$ cat src/rtl/fluid_ctrl_pkg.sv
// Shared types and defaults for the fluid split sequencer.
// Holds the sequencer state enum, the default settle time and the dose word.
package fluid_ctrl_pkg;

   typedef enum logic [2:0] {
      ST_IDLE,
      ST_ROUTE,
      ST_FLOW,
      ST_DRAIN,
      ST_DONE
   } state_e;

   localparam int SETTLE_DEF = 8;
   localparam int DOSE_W_DEF = 16;

   typedef logic [DOSE_W_DEF-1:0] dose_t;

endpackage

$ cat src/rtl/valve_timer.sv
// Loadable down-counter timing the settle, flow and drain phases.
// Ports: clk, rst_n (sync, low), load/load_val in; value, expire (value==1) out.
module valve_timer
   import fluid_ctrl_pkg::*;
#(
   parameter int W = DOSE_W_DEF
) (
   input  logic         clk,
   input  logic         rst_n,
   input  logic         load,
   input  logic [W-1:0] load_val,
   output logic [W-1:0] value,
   output logic         expire
);

   logic [W-1:0] cnt_q, cnt_d;

   // Holds at zero once run out, so it can never wrap.
   always_comb begin
      cnt_d = cnt_q;
      if (load) begin
         cnt_d = load_val;
      end else if (cnt_q != '0) begin
         cnt_d = cnt_q - W'(1);
      end
   end

   always_ff @(posedge clk) begin
      if (!rst_n) begin
         cnt_q <= '0;
      end else begin
         cnt_q <= cnt_d;
      end
   end

   assign value  = cnt_q;
   assign expire = (cnt_q == W'(1));

endmodule

$ cat src/rtl/fluid_split_sequencer.sv
// Routes one inlet stream into one of N_OUT outlets with break-before-make timing.
// Ports: req_* command handshake, abort, valve_in/valve_out drives, busy, done_*/err_pulse status.
module fluid_split_sequencer
   import fluid_ctrl_pkg::*;
#(
   parameter int N_OUT         = 4,
   parameter int DEST_W        = $clog2(N_OUT),
   parameter int DOSE_W        = DOSE_W_DEF,
   parameter int SETTLE_CYCLES = SETTLE_DEF
) (
   input  logic              clk,
   input  logic              rst_n,
   input  logic              req_valid,
   output logic              req_ready,
   input  logic [DEST_W-1:0] req_dest,
   input  logic [DOSE_W-1:0] req_dose,
   input  logic              abort,
   output logic              valve_in,
   output logic [N_OUT-1:0]  valve_out,
   output logic              busy,
   output logic              done_pulse,
   output logic [DEST_W-1:0] done_dest,
   output logic              done_aborted,
   output logic              err_pulse
);

   localparam int SW    = $clog2(SETTLE_CYCLES + 1);
   localparam int CNT_W = (DOSE_W > SW) ? DOSE_W : SW;

   state_e            state_q, state_d;
   logic [DEST_W-1:0] dest_q, dest_d;
   logic [DOSE_W-1:0] dose_q, dose_d;
   logic              abt_q, abt_d;
   logic              err_q, err_d;
   logic [DEST_W-1:0] ddest_q, ddest_d;
   logic              dabt_q, dabt_d;

   logic              ld;
   logic [CNT_W-1:0]  ld_val;
   logic [CNT_W-1:0]  cnt_val;
   logic              cnt_exp;
   logic              req_ok;
   logic [N_OUT-1:0]  dest_oh;

   valve_timer #(.W(CNT_W)) u_timer (
      .clk      (clk),
      .rst_n    (rst_n),
      .load     (ld),
      .load_val (ld_val),
      .value    (cnt_val),
      .expire   (cnt_exp)
   );

   assign req_ok = (req_dose != '0) &&
                   (32'(req_dest) < 32'(N_OUT));

   always_comb begin
      state_d = state_q;
      dest_d  = dest_q;
      dose_d  = dose_q;
      abt_d   = abt_q;
      err_d   = 1'b0;
      ddest_d = ddest_q;
      dabt_d  = dabt_q;
      ld      = 1'b0;
      ld_val  = '0;
      unique case (state_q)
         ST_IDLE: begin
            if (req_valid) begin
               if (req_ok) begin
                  state_d = ST_ROUTE;
                  dest_d  = req_dest;
                  dose_d  = req_dose;
                  abt_d   = 1'b0;
                  ld      = 1'b1;
                  ld_val  = CNT_W'(SETTLE_CYCLES);
               end else begin
                  err_d = 1'b1;
               end
            end
         end
         ST_ROUTE, ST_FLOW: begin
            // Abort wins over phase expiry: always drain out.
            if (abort) begin
               state_d = ST_DRAIN;
               abt_d   = 1'b1;
               ld      = 1'b1;
               ld_val  = CNT_W'(SETTLE_CYCLES);
            end else if (cnt_exp) begin
               ld = 1'b1;
               if (state_q == ST_ROUTE) begin
                  state_d = ST_FLOW;
                  ld_val  = CNT_W'(dose_q);
               end else begin
                  state_d = ST_DRAIN;
                  ld_val  = CNT_W'(SETTLE_CYCLES);
               end
            end
         end
         ST_DRAIN: begin
            if (cnt_exp) begin
               state_d = ST_DONE;
               ddest_d = dest_q;
               dabt_d  = abt_q;
               ld      = 1'b1;
            end
         end
         ST_DONE: begin
            // Counter was cleared on entry; DONE lasts one cycle.
            if (cnt_val == '0) begin
               state_d = ST_IDLE;
            end
         end
         default: state_d = ST_IDLE;
      endcase
   end

   always_ff @(posedge clk) begin
      if (!rst_n) begin
         state_q <= ST_IDLE;
         dest_q  <= '0;
         dose_q  <= '0;
         abt_q   <= 1'b0;
         err_q   <= 1'b0;
         ddest_q <= '0;
         dabt_q  <= 1'b0;
      end else begin
         state_q <= state_d;
         dest_q  <= dest_d;
         dose_q  <= dose_d;
         abt_q   <= abt_d;
         err_q   <= err_d;
         ddest_q <= ddest_d;
         dabt_q  <= dabt_d;
      end
   end

   assign dest_oh = N_OUT'(1) << dest_q;

   assign valve_out = (state_q == ST_ROUTE ||
                       state_q == ST_FLOW  ||
                       state_q == ST_DRAIN) ? dest_oh : '0;

   assign valve_in     = (state_q == ST_FLOW);
   assign busy         = (state_q != ST_IDLE);
   assign req_ready    = (state_q == ST_IDLE);
   assign done_pulse   = (state_q == ST_DONE);
   assign done_dest    = ddest_q;
   assign done_aborted = dabt_q;
   assign err_pulse    = err_q;

endmodule

$ cat config.mk
export PLATFORM = sky130hd
export DESIGN_NAME = fluid_split_sequencer
export DESIGN_NICKNAME = d
export VERILOG_FILES = /design/src/rtl/fluid_ctrl_pkg.sv /design/src/rtl/valve_timer.sv /design/src/rtl/fluid_split_sequencer.sv
export SDC_FILE = /design/constraint.sdc
export NUM_CORES = 1
export LEC_CHECK = 0
export CORE_MARGIN = 8
export CORE_UTILIZATION = 28
export CTS_CLUSTER_SIZE = 8
export DETAILED_ROUTE_END_ITERATION = 10
export HOLD_SLACK_MARGIN = 0.08
export PLACE_DENSITY = 0.45
export SYNTH_ARGS = -nofsm -noshare
export SYNTH_HDL_FRONTEND = slang
export SYNTH_SLANG_ARGS = --single-unit
$ cat constraint.sdc
create_clock -name clk -period 3 [get_ports clk]
set_clock_uncertainty 0.15 [all_clocks]
set_input_delay 0.75 -clock clk [delete_from_list [all_inputs] [get_ports clk]]
set_output_delay 0.75 -clock clk [all_outputs]
set_load 0.1 [all_outputs]
==> results.json <==
{
  "status": "complete, no violations",
  "grt_pass1_vias": 1667,
  "insertion_delay_ns": 0.30,
  "timing.fmax_mhz": 378,
  "route.detailed.drc": 0,
  "finalMaxSlewViolations": 0,
  "grt_max_degree": 25,
  "overflow": 0,
  "period_share_pct": 88.1,
  "p_leak_nw": 0.955,
  "crit_type": "input port to flip-flop",
  "ys_ff_latch": 42,
  "hold_path.class": "flip-flop to flip-flop",
  "worst-path-max-fanout": 12,
  "placed_area_sq_mm": 0.00247,
  "cts_resized": 0,
  "swShare_pct": 42.0,
  "ant_nets": 0,
  "switching_power_mw": 1.08,
  "viasPerCell": 4.55,
  "start_util_pct": 28.4,
  "ys_seq_area_share_pct": 41.8,
  "grtUsageMet2_pct": 15.2,
  "synthFlopType": "dfxtp_1",
  "syn_inst": 249,
  "die_w_microns": 101,
  "cts_sinks": 42,
  "setup-violations-final": 0,
  "fin_area_sq_mm": 0.00258,
  "clk_pin_slew_ns": 0.08,
  "tritoncts": "built",
  "grt_use_total_pct": 10.7,
  "port_buffers": 33,
  "utilization_pct": 36.4,
  "hpwl_mm": 3.83,
  "die_h_microns": 101,
  "layout-drive-gt1-share_pct": 12.8,
  "place_congestion": 0.728,
  "core_area_sq_mm": 0.00710,
  "syn_nets": 274,
  "p_seq_share_pct": 32.6,
  "ys_types": 38,
  "cts-buffers-inserted": 5,
  "wire_per_inst_microns": 13.3,
  "areaGrowthSynthToFinish_pct": 28.2,
  "async_flop_share_pct": 0,
  "maxCapViolCount": 0,
  "cts_htree_levels": 2,
  "pwr-share-comb_pct": 50.1,
  "crit_required_ns": 3.06,
  "ctsRootBufferMaster": "clkbuf_8",
  "drt-total-wl_mm": 5.07,
  "power.internal_mw": 1.49,
  "tightest_slew_ns": 0.628,
  "power_density_mw_per_mm2": 996,
  "first_pass_iters": 4,
  "final_nets": 306,
  "postCtsHoldBufs": 0,
  "rsz0062_at_grt": "false",
  "met1_usage_pct": 14.8,
  "min_period_ns": 2.64,
  "use_met3_pct": 2.49,
  "grt_antenna_before_repair": 0,
  "num_vias": 1733,
  "cp.arrival_ns": 2.71,
  "ys_warn_count": 0,
  "pwr-share-clk_pct": 17.3,
  "io_pins": 34,
  "syn_area_per_cell_sq_um": 8.09,
  "diodes": 0,
  "cp-end-kind": "flip-flop",
  "synth.cell_area_sq_mm": 0.00201,
  "die_area_sq_mm": 0.0102,
  "rr_worst_depth": 5,
  "synth_edf_count": 0,
  "start_kind": "input port",
  "grt.busiest_layer": "met2",
  "whs_path_depth": 2,
  "row_count": 31,
  "slew_headroom_pct": 58.1,
  "drtIter0Drc": 64,
  "cts_setup_buffers": 0,
  "grt_first_pass_wirelength_mm": 8.59,
  "peakVddDrop_uv": 285,
  "nFillCells": 740,
  "clock_path_buffers": 2,
  "hold_viol": 0
}
[layout by cell type (no fill, tap or decap), types with 7 or more instances in the layout]
cell type	count
nand2_1	58
dfxtp_1	42
a21oi_1	23
clkdlybuf4s50_1	21
nor2_1	17
buf_4	15
xnor2_1	13
o31ai_1	10
nor3_1	9
nand4_1	7
[flip-flops by register name, indices dropped and copies added, names as in the netlist]
| name | cells |
|---|---|
| u_timer.value | 16 |
| done_dest | 2 |
| dose_q | 16 |
| state_q | 3 |
| done_aborted | 1 |
| dest_q | 2 |
| abt_q | 1 |
| err_pulse | 1 |
[critical path, stage by stage]
cell	delay [ns]
clkdlybuf4s50_1	0.43
nor4_1	0.47
nand4_1	0.24
nand3_1	0.17
nand4_2	0.31
o31ai_1	0.32
[metrics by stage]
step	TNS [ns]	instances	power [mW]	hold WS, ns	setup WS (ns)
floorplan	-0.471	249	1.86	0.275	-0.275
global placement	0	373	2.15	0.297	0.0545
detailed placement	0	373	2.14	0.301	0.0101
CTS	0	381	2.60	0.313	0.343
global route	0	381	2.77	0.339	0.199
finish	0	381	2.57	0.311	0.356
[cell usage after synthesis, types with 2 or more instances]
master	n	share of area [%]
buf_2	3	0.75
a21oi_1	23	5.7
o31ai_1	10	3.7
nor3_1	10	2.5
o21ai_1	2	0.50
ha_1	3	1.9
clkbuf_1	9	1.7
xnor2_1	13	5.7
mux2i_1	3	1.5
and3_1	2	0.62
nand2_1	58	11
o21ai_0	2	0.50
nand4_2	2	1.2
buf_6	2	1.1
nor2_1	17	3.2
inv_1	5	0.93
xor2_1	2	0.87
nor3b_1	5	1.9
nand3_1	3	0.75
nor4_1	6	1.9
dfxtp_1	42	42
nand4_1	7	2.2
or3_1	4	1.2
nor4_2	2	1.2
[layer usage]
metal,routed length (microns),vias to the layer above
met4,93,0
met5,0,-
met1,2680,776
met3,137,5
li1,-,930
met2,2170,22
[final timing paths]
path                                                startpoint                             end  slack, ns
worst max-delay path                               req_dose[9]  u_timer.value[11]$_SDFFE_PN0P_       0.36
worst max register to register  u_timer.value[10]$_SDFFE_PN0P_  u_timer.value[11]$_SDFFE_PN0P_       0.71
worst min register to register         dose_q[14]$_SDFFE_PN0P_         dose_q[14]$_SDFFE_PN0P_       0.31
worst min-delay path                   dose_q[14]$_SDFFE_PN0P_         dose_q[14]$_SDFFE_PN0P_       0.31
[power groups by stage]
stage          registers [mW]  logic, mW  clock network (mW)
6_report                0.837       1.29               0.445
5_1_grt                 0.860       1.42               0.484
4_1_cts                 0.837       1.30               0.464
3_5_place_dp            0.850       1.29                   0
3_3_place_gp            0.851       1.30                   0
2_1_floorplan           0.810       1.05                   0
[area by class of cell]
| type | count | area (sq um) | area share, % |
|---|---|---|---|
| Multi-Input combinational cell | 187 | 1100 | 42.7 |
| Sequential cell | 42 | 841 | 32.6 |
| Timing Repair Buffer | 39 | 383 | 14.8 |
| Tap cell | 99 | 124 | 4.80 |
| Clock buffer | 6 | 72.6 | 2.81 |
| Clock inverter | 2 | 37.5 | 1.45 |
| Inverter | 6 | 22.5 | 0.873 |
[logic make-up after synthesis]
kind of cell | share of synthesized area (%)
muxes | 1.49
adders and majority gates | 1.86
xor gates and xnor gates | 6.53
AOI/OAI and AO/OA | 13.3
buffers and inverters | 4.66
DFF | 41.8
and+or+nand+nor | 30.4
Power figures use the tool's default switching activity.
